<file path="src/rtl/fetch_queue_unit.sv">
// fetch_queue_unit: sequential instruction fetch front end.
// Issues reads to a 1-cycle-latency synchronous memory port, buffers the
// returned words with their PCs in a DEPTH-entry FIFO and presents the
// oldest entry through a valid/ready handshake. A redirect flushes the
// FIFO, discards the in-flight response and restarts fetch at a new PC.
// Optional build macro FETCH_PERF_EN adds saturating 16-bit issue and
// redirect counters (fetch_count, flush_count).
module fetch_queue_unit #(
  parameter int                 DATA_W   = 16,
  parameter int                 ADDR_W   = 10,
  parameter int                 DEPTH    = 4,
  parameter logic [ADDR_W-1:0]  RESET_PC = '0
) (
  input  logic                      clk,
  input  logic                      reset,
  input  logic                      halt,
  input  logic                      redirect,
  input  logic [ADDR_W-1:0]         redirect_addr,
  output logic                      mem_rd_en,
  output logic [ADDR_W-1:0]         mem_addr,
  input  logic [DATA_W-1:0]         mem_rdata,
  output logic                      instr_valid,
  output logic [DATA_W-1:0]         instr,
  output logic [ADDR_W-1:0]         instr_pc,
  input  logic                      instr_ready,
  output logic [$clog2(DEPTH):0]    occupancy
`ifdef FETCH_PERF_EN
  ,
  output logic [15:0]               fetch_count,
  output logic [15:0]               flush_count
`endif
);

  localparam int PTR_W = $clog2(DEPTH);
  localparam int OCC_W = PTR_W + 1;

  logic [ADDR_W-1:0] pc_q, pc_d;
  logic              inflight_q, inflight_d;
  logic [ADDR_W-1:0] tag_q, tag_d;
  logic [PTR_W-1:0]  wr_ptr_q, wr_ptr_d;
  logic [PTR_W-1:0]  rd_ptr_q, rd_ptr_d;
  logic [OCC_W-1:0]  count_q, count_d;

  logic [DATA_W-1:0] data_mem [DEPTH];
  logic [ADDR_W-1:0] pc_mem   [DEPTH];

  logic [OCC_W:0]    demand;
  logic              room;
  logic              issue;
  logic              push;
  logic              pop;

  // Space is reserved for the read in flight, so a push can never overflow.
  assign demand = {1'b0, count_q} + {{OCC_W{1'b0}}, inflight_q};
  assign room   = demand < (OCC_W + 1)'(DEPTH);

  // Next-state logic: redirect flushes everything, otherwise issue/push/pop.
  always_comb begin
    // NOTE: every variable gets a default before any branch so no latch is inferred.
    issue      = !reset && !redirect && !halt && room;
    push       = inflight_q && !redirect;
    pop        = (count_q != '0) && instr_ready && !redirect;
    // NOTE: blocking assignments here; this block models wires, not storage.
    pc_d       = pc_q;
    inflight_d = issue;
    tag_d      = tag_q;
    wr_ptr_d   = wr_ptr_q;
    rd_ptr_d   = rd_ptr_q;
    count_d    = count_q;

    if (redirect) begin
      pc_d     = redirect_addr;
      wr_ptr_d = '0;
      rd_ptr_d = '0;
      count_d  = '0;
    end else begin
      if (issue) begin
        pc_d  = pc_q + ADDR_W'(1);
        tag_d = pc_q;
      end
      if (push) wr_ptr_d = wr_ptr_q + PTR_W'(1);
      if (pop)  rd_ptr_d = rd_ptr_q + PTR_W'(1);
      case ({push, pop})
        2'b10:   count_d = count_q + OCC_W'(1);
        2'b01:   count_d = count_q - OCC_W'(1);
        default: count_d = count_q;
      endcase
    end
  end

  // Control state register with synchronous reset.
  always_ff @(posedge clk) begin
    // NOTE: non-blocking assignments so all registers update together at the edge.
    if (reset) begin
      pc_q       <= RESET_PC;
      inflight_q <= 1'b0;
      tag_q      <= '0;
      wr_ptr_q   <= '0;
      rd_ptr_q   <= '0;
      count_q    <= '0;
    end else begin
      pc_q       <= pc_d;
      inflight_q <= inflight_d;
      tag_q      <= tag_d;
      wr_ptr_q   <= wr_ptr_d;
      rd_ptr_q   <= rd_ptr_d;
      count_q    <= count_d;
    end
  end

  // FIFO storage write; returned word is tagged with the PC it was fetched from.
  always_ff @(posedge clk) begin
    // NOTE: storage is not reset; count_q qualifies every read, so stale words are never seen.
    if (push) begin
      data_mem[wr_ptr_q] <= mem_rdata;
      pc_mem[wr_ptr_q]   <= tag_q;
    end
  end

  assign mem_rd_en   = issue;
  assign mem_addr    = pc_q;
  assign instr_valid = (count_q != '0);
  assign instr       = instr_valid ? data_mem[rd_ptr_q] : '0;
  assign instr_pc    = instr_valid ? pc_mem[rd_ptr_q]   : '0;
  assign occupancy   = count_q;

`ifdef FETCH_PERF_EN
  // Saturating issue and redirect counters.
  always_ff @(posedge clk) begin
    if (reset) begin
      fetch_count <= '0;
      flush_count <= '0;
    end else begin
      if (issue && (fetch_count != 16'hFFFF)) fetch_count <= fetch_count + 16'd1;
      if (redirect && (flush_count != 16'hFFFF)) flush_count <= flush_count + 16'd1;
    end
  end
`endif

endmodule

</file>
<file path="config.mk">
export PLATFORM = sky130hd
export DESIGN_NAME = fetch_queue_unit
export DESIGN_NICKNAME = d
export VERILOG_FILES = /design/src/rtl/fetch_queue_unit.sv
export SDC_FILE = /design/constraint.sdc
export NUM_CORES = 1
export LEC_CHECK = 0
export CAP_MARGIN = 20
export CORE_AREA = 3 3 128 93
export CTS_CLUSTER_DIAMETER = 50
export CTS_CLUSTER_SIZE = 14
export DETAILED_ROUTE_END_ITERATION = 16
export DIE_AREA = 0 0 131 96
export PLACE_DENSITY_LB_ADDON = 0.1
export SYNTH_ARGS = -nofsm -noshare
export SYNTH_HDL_FRONTEND = slang
export SYNTH_SLANG_ARGS = --single-unit
</file>
<file path="constraint.sdc">
create_clock -name clk -period 3 [get_ports clk]
set_clock_uncertainty 0.2 [all_clocks]
set_input_delay 0.45 -clock clk [delete_from_list [all_inputs] [get_ports clk]]
set_output_delay 0.45 -clock clk [all_outputs]
set_load 0.02 [all_outputs]
</file>
---- Word-level counts from Yosys, hierarchy flattened ----
Memories as Yosys holds them, arrays and structs flattened. A register that Yosys moved wholly into a read port is not among the register bits.
Cells that the tools add are included.
cells by class
  order comparisons ....................... 1
  equal/unequal tests ..................... 2
  reduce and logical (&&, ||, !) cells .... 14
  add/subtract/negate cells ............... 6
  bitwise logic cells ..................... 1
  muxes and demuxes ....................... 11
operator list
  cell                                                         count
  2-to-1 mux 10 bit                                            3
  2-to-1 mux 16 bit                                            1
  adder 10 x 1 -> 10 bit (second input constant)               1
  2-to-1 mux 2 bit                                             4
  logical AND 1 bit                                            6
  case mux 3 bit (2 select lines)                              1
  adder 2 x 1 -> 2 bit (second input constant)                 2
  adder 3 x 1 -> 4 bit                                         1
  less-than comparator 4 x 3 -> 1 bit (second input constant)  1
  nonzero test 2 bit                                           2
  adder 3 x 1 -> 3 bit (second input constant)                 1
  zero test 1 bit                                              3
  nonzero test 3 bit                                           1
  subtractor 3 x 1 -> 3 bit (second input constant)            1
  == test 2 x 1 -> 1 bit (second input constant)               1
  == test 2 bit (second input constant)                        1
  2-to-1 mux 1 bit                                             2
  AND reduction 2 bit                                          1
  OR reduction 2 bit                                           1
  inverter 1 bit                                               1
word-level totals
  input bits .............................. 31
  register bits ........................... 28
  memories kept ........................... 2
  memory bits (writable) .................. 104
  output and inout port bits .............. 41
  word-level logic and storage cells ...... 43
memory list
  memory    depth  width  rd ports  clocked after memory_dff  wr ports  line  source
  data_mem  4      16     1         1                         1         44    logic [DATA_W-1:0] data_mem [DEPTH];
  pc_mem    4      10     1         1                         1         45    logic [ADDR_W-1:0] pc_mem [DEPTH];

---- Depth between registers and ports, before layout ----
Gate-level depths: netlist of the first run.
  word-level depth ........................ 6
  gate-level depth with buffers ........... 9
  mapped depth without buffers ............ 8

---- Worst setup path before layout of the first run ----
No wires, ideal clock.
  kind .................................... reg-to-reg
  start ................................... reg count_q[2] (netlist: occupancy[2])
  end ..................................... reg count_q[2] (netlist: occupancy[2])
  cell stages (with the launch flop) ...... 10
  arrival ................................. 2.297 ns
  library setup time ...................... 0.070 ns
  buffers on the path ..................... 1
  period minus slack after synthesis ...... 2.567 ns
  data required time ...................... 2.730 ns
  slack ................................... 0.433 ns
  path through ............................ dfxtp_1 -> nor3_1 -> clkbuf_1 -> nor3b_1 -> ha_1 -> inv_1 -> fa_1 -> xor2_1 -> or3_1 -> a21oi_1
on the way
  longest elaborated chain between the ends .. 5
  elaborated cells on any way between the ends .. 9
  classes of those cells .................. add/sub (2); eq/ne (2); mux (1); reduce/logical (4)
RTL lines
  element                                                                       line  source
  start: declaration                                                            42    logic [OCC_W-1:0] count_q, count_d;
  start signal: assignment                                                      107   count_q <= count_d;
  nonzero test 3 bit *                                                          62    pop = (count_q != '0) && instr_ready && !redirect;
  logical AND 1 bit * (2 in a row)                                              62
  named net pop                                                                 51    logic pop;
  == test 2 x 1 -> 1 bit / == test 2 bit (equally long branches)                83    case ({push, pop})
  case mux 3 bit (2 select lines) / nonzero test 2 bit (equally long branches)  n/a
Mark *: on every way through the listed nets, which the timed path passes. The rest lies on a longest branch.
A chain may end at the register's enable or synchronous reset.

==> metrics.md, run 1 <==
| Metric | Value |
|---|---|
| FF/Latch Area | `3720 µm²` |
| Top Family by Delay on Critical Path | `buffers and inverters` |
| Clock share of power | `0.496` |
| Clock tree from TritonCTS | `built` |
| Critical Path Max Stage Delay | `0.56 ns` |
| Arrival time worst endpoint | `2.24 ns` |
| Post-detailed-route count of antenna-violating nets | `0` |
| Post-DP Area | `6250 µm²` |
| Top cell type's share of synthesized area | `0.588` |
| Synth top area cells | `edfxtp_1, dfxtp_1, mux4_2, nor2b_1, nand2_1` |
| Avg Inst Size Synth | `16.1 µm²` |
| Least-Margin Pin Slew | `0.420 ns` |
| Most common cell after layout, fill and taps aside | `edfxtp_1` |
| Setup ws final | `0.105 ns` |
| Finished Core Util | `0.634` |
| Power Dens Cells | `630 nW/µm²` |
| VDD IR max | `0.405 mV` |
| Crit-path max FO | `26` |
| Initial Util | `0.490` |
| Max Cap Violations | `0` |
| Largest net degree at the start of global routing | `29` |
| Final-stage net count | `453` |
| Area grow syn2layout | `29.4%` |
| Ratio of cells with drive above 1 in the final layout | `0.180` |
| H-tree Lvls | `4` |
| Post-Syn Area | `5310 µm²` |
| CTS Hold Bufs | `0` |
| Die width | `131 µm` |
| Hold Violations, Final | `0` |
| Fin crit share | `0.965` |
| Footprint of the multi-input gates | `1480 µm²` |
| CTS max path bufs | `2` |
| Synthesis-stage register bit count | `134` |
| Number of diodes | `0` |
| # clock sinks | `134` |
| Global-route wire length before repair | `16.1 mm` |
| RR Endpoint | `occupancy[2]$_SDFFE_PP0P_` |
| Cts bufs inserted | `17` |
| Initial drt markers | `165` |
| Setup_tns | `0 ns` |
| Startpoint types | `flip-flop` |
| Fmax | `345 MHz` |
| Post-Syn Nets | `367` |
| Postcts setup bufs | `0` |
| Row cnt | `32` |
| Warning count from the yosys run | `0` |
| HP Class | `reg2reg` |
| HP Start | `mem_addr[8]$_SDFFE_PP0P_` |
| # port buffers | `71` |
| All-Layer GR Usage | `0.176` |
| Total gr overflow | `0` |
| DP Cell Count | `549` |
| Tmin final | `2.89 ns` |
| Hold Path Stages | `2` |
| CP max-delay cell | `clkdlybuf4s50_1` |
| Yosys cell types | `42` |
| Layout fillers | `833` |
| Core footprint | `10900 µm²` |
| Routed via count | `3010` |
| Final setup viols | `0` |
| Die Span Y | `96 µm` |
| Final Wtd Congestion | `0.814` |
| CP Data Required Time | `2.35 ns` |
| Crit path cell chain | `buf_12 -> mux4_2 -> nor2b_1 -> clkdlybuf4s50_1` |
| I/O Pins | `72` |
| Non-filler instance count after layout | `581` |
| Buf+Inv Stages, Crit Path | `2` |
| Internal | `3.49 mW` |
| WHS Endpoint | `tag_q[8]$_SDFFE_PP0P_` |
| Most frequent cells in the layout | `edfxtp_1, clkdlybuf4s50_1, nand2_1, dfxtp_1, nor2b_1` |
| Clk Latency, worst-skew pair | `0.41 ns` |
| R2R cell count | `8` |
| Switching power of the nets | `0.835 mW` |
| Max_slew headroom | `0.720` |
| Pre-CTS setup slack | `0.141 ns` |
| Post-DP HPWL | `6.20 mm` |
| Area of the die | `12600 µm²` |
| CTS Root Cell | `clkbuf_16` |
| Combinational Power Share | `0.035` |
| Cell accounting for the most synthesized area | `edfxtp_1` |
| Lkg Pwr | `2.21 nW` |
| RSZ-0062 raised after global routing | `false` |
| Seq pwr share | `0.469` |
| DR DRC count | `0` |
| Worst reg-to-reg setup slack | `0.66 ns` |
| CP Capture Type | `output pin` |
| Routed len/inst | `17.6 µm` |
| Drt total wl | `10.2 mm` |
| Initial antenna violation count | `0` |
| Reg2Reg Launch Point | `occupancy[2]$_SDFFE_PP0P_` |
| Vias/cell | `5.18` |
| Post-Syn Instances | `329` |
| Final instance area | `6870 µm²` |
| Status | `complete, no violations` |
| Final Max Tran Viols | `0` |
| Net Sw Frac | `0.193` |
| Vias in the first global route | `3021` |
| Post-synthesis sequential area ratio | `0.701` |
| 1st-pass router iterations | `4` |
| Clk slew on worst S/H paths | `0.06 ns` |
| Critical path type | `reg2out` |
| Tot Pwr | `4.33 mW` |
| Hold_ws | `0.303 ns` |
[power groups by stage]
stage / clock network, mW / logic, mW / registers, mW
after global placement: 0 / 0.152 / 2.07
after detailed placement: 0 / 0.154 / 2.07
after CTS: 2.19 / 0.155 / 2.03
after floorplan: 0 / 0.0566 / 2.07
final: 2.15 / 0.153 / 2.03
after global routing: 2.26 / 0.166 / 2.03
[what timing repair did]
action                                 in CTS  in global routing
resized for setup                           0                  1
setup endpoints to repair                   0                  1
endpoints found under the hold margin       0                  0
[worst register-to-register path: stages, from the launching register on]
cell and delay, ns:
dfxtp_1 0.47, nor3_2 0.07, nor3b_1 0.27, ha_1 0.24, inv_1 0.06, fa_1 0.37
xor2_1 0.15, or3_1 0.30, a21oi_1 0.14
[registers in the layout (all words and copies together) (netlist names), named ones only]
signal,cells
pc_mem,40
mem_addr,10
wr_ptr_q,2
data_mem,64
rd_ptr_q,2
tag_q,10
occupancy,3
inflight_q,1
[final cells by class]
cell class | count | share of cell area
Sequential cell | 134 | 0.542
Multi-Input combinational cell | 168 | 0.215
Timing Repair Buffer | 83 | 0.119
Clock buffer | 18 | 0.0639
Tap cell | 153 | 0.0278
Clock inverter | 14 | 0.0266
Inverter | 11 | 0.00601
[cell usage after synthesis, drive strengths merged]
| cell | number |
|---|---|
| a2111oi | 1 |
| a21oi | 16 |
| a22oi | 1 |
| a2bb2oi | 1 |
| a31oi | 5 |
| a32oi | 1 |
| and2 | 5 |
| and3 | 2 |
| and4 | 1 |
| buf | 5 |
| clkbuf | 11 |
| clkinv | 2 |
| dfxtp | 30 |
| edfxtp | 104 |
| fa | 1 |
| ha | 6 |
| inv | 9 |
| mux2 | 2 |
| mux2i | 1 |
| mux4 | 26 |
| nand2 | 30 |
| nand2b | 1 |
| nand3 | 7 |
| nand4 | 2 |
| nor2 | 9 |
| nor2b | 27 |
| nor3 | 2 |
| nor3b | 1 |
| nor4 | 1 |
| nor4bb | 1 |
| o211ai | 2 |
| o21ai | 1 |
| o22ai | 1 |
| o311ai | 2 |
| o41a | 1 |
| or2 | 1 |
| or3 | 4 |
| or4 | 1 |
| xnor2 | 3 |
| xor2 | 2 |
[kinds of logic (layout without fill, tap and decap cells)]
family,after synthesis,in the layout,synth area share
flops,134,134,0.701
simple gates,95,95,0.0973
compound gates,32,32,0.0377
mux,29,29,0.116
buf+inv,27,126,0.0214
fa+ha+maj,7,7,0.0179
xor+xnor,5,5,0.00825
[worst max path at each step]
stage	from	to	cells past startpoint
final	flip-flop	instr_pc[3]	4
after global routing	flip-flop	instr_pc[9]	4
after CTS	flip-flop	instr_pc[0]	4
after detailed placement	redirect	occupancy[2]$_SDFFE_PP0P_	8
after global placement	redirect	mem_rd_en	5
after floorplan	occupancy[2]$_SDFFE_PP0P_	occupancy[2]$_SDFFE_PP0P_	9
[routing by layer]
| metal | routed length [µm] | track usage |
|---|---|---|
| met4 | 76 | 0.0488 |
| met1 | 4670 | 0.239 |
| met3 | 438 | 0.0588 |
| met5 | 0 | 0 |
| met2 | 5050 | 0.273 |
(Power assumes the default switching activity.)
==> run 2: changes to the inputs <==
--- a/config.mk
+++ b/config.mk
@@ -12,6 +12,8 @@
 export DETAILED_ROUTE_END_ITERATION = 16
 export DIE_AREA = 0 0 131 96
 export PLACE_DENSITY_LB_ADDON = 0.1
+export RECOVER_POWER = 100
+export REMOVE_ABC_BUFFERS = 1
 export SYNTH_ARGS = -nofsm -noshare
 export SYNTH_HDL_FRONTEND = slang
 export SYNTH_SLANG_ARGS = --single-unit
==> run 2 against run 1 <==
Critical path depth stayed put. Hold slack got worse by 0.0024 ns. Sequential share of layout area is 0.46 points higher. Largest cell class unchanged. Setup slack got worse by 0.014 ns. Clock power is 7% lower. Sequential cell count did not move. Utilization fell by 0.53 points. Die area unchanged. Combinational power decreased by 5%. Cell count grew 0.17%.
==> metrics.md, run 2 (same netlist as run 1, synthesis figures left out) <==
| Metric | Value |
|---|---|
| Status | `complete, no violations` |
| I/O Pins | `72` |
| R2R cell count | `8` |
| Hold_ws | `0.300 ns` |
| Power Dens Cells | `611 nW/µm²` |
| Seq pwr share | `0.488` |
| Switching power of the nets | `0.791 mW` |
| Most flop-heavy register | `data_mem` |
| Layout fillers | `829` |
| Vias in the first global route | `2915` |
| Post-DP Area | `6320 µm²` |
| Max reg flops | `64` |
| Clock share of power | `0.478` |
| Critical Path Max Stage Delay | `0.56 ns` |
| Internal | `3.37 mW` |
| Initial antenna violation count | `0` |
| Post-DP HPWL | `6.26 mm` |
| Crit path cell chain | `buf_12 -> mux4_2 -> nor2b_1 -> clkdlybuf4s50_1` |
| Fin crit share | `0.970` |
| Most common cell after layout, fill and taps aside | `edfxtp_1` |
| Hold Path Stages | `2` |
| Tot Pwr | `4.16 mW` |
| Drt total wl | `10.1 mm` |
| 1st-pass router iterations | `4` |
| DR DRC count | `0` |
| Combinational Power Share | `0.035` |
| Arrival time worst endpoint | `2.26 ns` |
| Critical path type | `reg2out` |
| Largest net degree at the start of global routing | `29` |
| Post-detailed-route count of antenna-violating nets | `0` |
| Cts bufs inserted | `17` |
| Row cnt | `32` |
| Routed via count | `2990` |
| H-tree Lvls | `4` |
| Buf+Inv Stages, Crit Path | `2` |
| Net Sw Frac | `0.190` |
| Reg2Reg Launch Point | `occupancy[2]$_SDFFE_PP0P_` |
| CTS Root Cell | `clkbuf_16` |
| Crit-path max FO | `26` |
| Die width | `131 µm` |
| Top flop regs | `data_mem x64, pc_mem x40` |
| Die Span Y | `96 µm` |
| CP max-delay cell | `clkdlybuf4s50_1` |
| Clock tree from TritonCTS | `built` |
| Total gr overflow | `0` |
| Ratio of cells with drive above 1 in the final layout | `0.154` |
| Initial Util | `0.490` |
| Final instance area | `6820 µm²` |
| RR Endpoint | `occupancy[2]$_SDFFE_PP0P_` |
| Vias/cell | `5.14` |
| Max_slew headroom | `0.364` |
| Hold Violations, Final | `0` |
| DP Cell Count | `550` |
| Final Max Tran Viols | `0` |
| CP Data Required Time | `2.35 ns` |
| Initial drt markers | `198` |
| CP Capture Type | `output pin` |
| Worst reg-to-reg setup slack | `0.57 ns` |
| Most frequent cells in the layout | `edfxtp_1, clkdlybuf4s50_1, dlygate4sd3_1` |
| CTS max path bufs | `2` |
| Startpoint types | `flip-flop` |
| Global-route wire length before repair | `15.7 mm` |
| Non-filler instance count after layout | `582` |
| HP Start | `tag_q[3]$_SDFFE_PP0P_` |
| Routed len/inst | `17.4 µm` |
| Postcts setup bufs | `0` |
| Clk Latency, worst-skew pair | `0.40 ns` |
| CTS Hold Bufs | `0` |
| Final Wtd Congestion | `0.752` |
| Area grow syn2layout | `28.3%` |
| # port buffers | `71` |
| Tmin final | `2.91 ns` |
| Lkg Pwr | `2.19 nW` |
| Least-Margin Pin Slew | `0.953 ns` |
| Number of diodes | `0` |
| Clk slew on worst S/H paths | `0.06 ns` |
| Area of the die | `12600 µm²` |
| Core footprint | `10900 µm²` |
| # clock sinks | `134` |
| All-Layer GR Usage | `0.171` |
| Final-stage net count | `454` |
| RSZ-0062 raised after global routing | `false` |
| Cts repair resizes | `0` |
| Max Cap Violations | `0` |
| WHS Endpoint | `tag_q[3]$_SDFFE_PP0P_` |
| Fmax | `344 MHz` |
| Top Family by Delay on Critical Path | `buffers and inverters` |
| HP Class | `reg2reg` |
| Final setup viols | `0` |
| VDD IR max | `0.483 mV` |
[run 2: cell count changes in the layout (fill, tap and decap cells not counted), moves of 2 or more]
cell / previous run / this run
dlygate4sd3_1: 0 / 30
clkbuf_2: 0 / 4
clkbuf_1: 0 / 7
clkinv_4: 2 / 0
and2_0: 0 / 4
clkinv_2: 6 / 3
buf_4: 11 / 2
clkdlybuf4s50_1: 70 / 41
and2_1: 5 / 1
clkinv_1: 2 / 6
[run 2: worst max-delay path by stage]
stage	end	cells after the start	startpoint
2_1_floorplan	occupancy[2]$_SDFFE_PP0P_	8	occupancy[0]$_SDFFE_PP0P_
3_3_place_gp	occupancy[2]$_SDFFE_PP0P_	8	redirect
3_5_place_dp	occupancy[2]$_SDFFE_PP0P_	8	redirect
4_1_cts	instr_pc[7]	4	flip-flop
5_1_grt	instr_pc[7]	4	flip-flop
6_report	instr_pc[7]	4	flip-flop
[run 2: power groups by stage]
stage / registers [mW] / logic [mW] / clock network, mW
final: 2.03 / 0.145 / 1.99
after global routing: 2.03 / 0.158 / 2.12
after CTS: 2.03 / 0.158 / 2.03
after detailed placement: 2.07 / 0.157 / 0
after global placement: 2.07 / 0.153 / 0
after floorplan: 2.07 / 0.0477 / 0
[run 2: worst min-delay path, cell delays in order (launching register included)]
cell,delay [ns]
dfxtp_1,0.34
nand2_1,0.06
a21oi_1,0.05
[run 2: stage by stage]
stage / setup TNS, ns / setup WS [ns] / util
global route: 0 / 0.00479 / 0.628
global placement: 0 / 0.153 / 0.582
finish: 0 / 0.0909 / 0.628
detailed placement: 0 / 0.0398 / 0.582
CTS: 0 / 0.0540 / 0.635
floorplan: -0.867 / -0.421 / -
[run 2: metal layers]
layer	wire length [µm]	track usage	share of wire	up-vias
met1	4860	0.245	0.48	1489
met3	444	0.0438	0.044	4
met2	4750	0.258	0.47	67
li1	-	-	-	1430
met4	44	0.0591	0.0044	0
met5	0	0	0	-
[run 2: final cells by class]
cell class                 instances  area, µm²  share of cell area
clock buffer                      20        437              0.0641
clock inverter                    12        135              0.0198
inverter                          11       41.3             0.00606
multi-input combinational        168       1480               0.217
sequential                       134       3720               0.546
tap                              153        191              0.0281
timing repair buffer              84        808               0.119
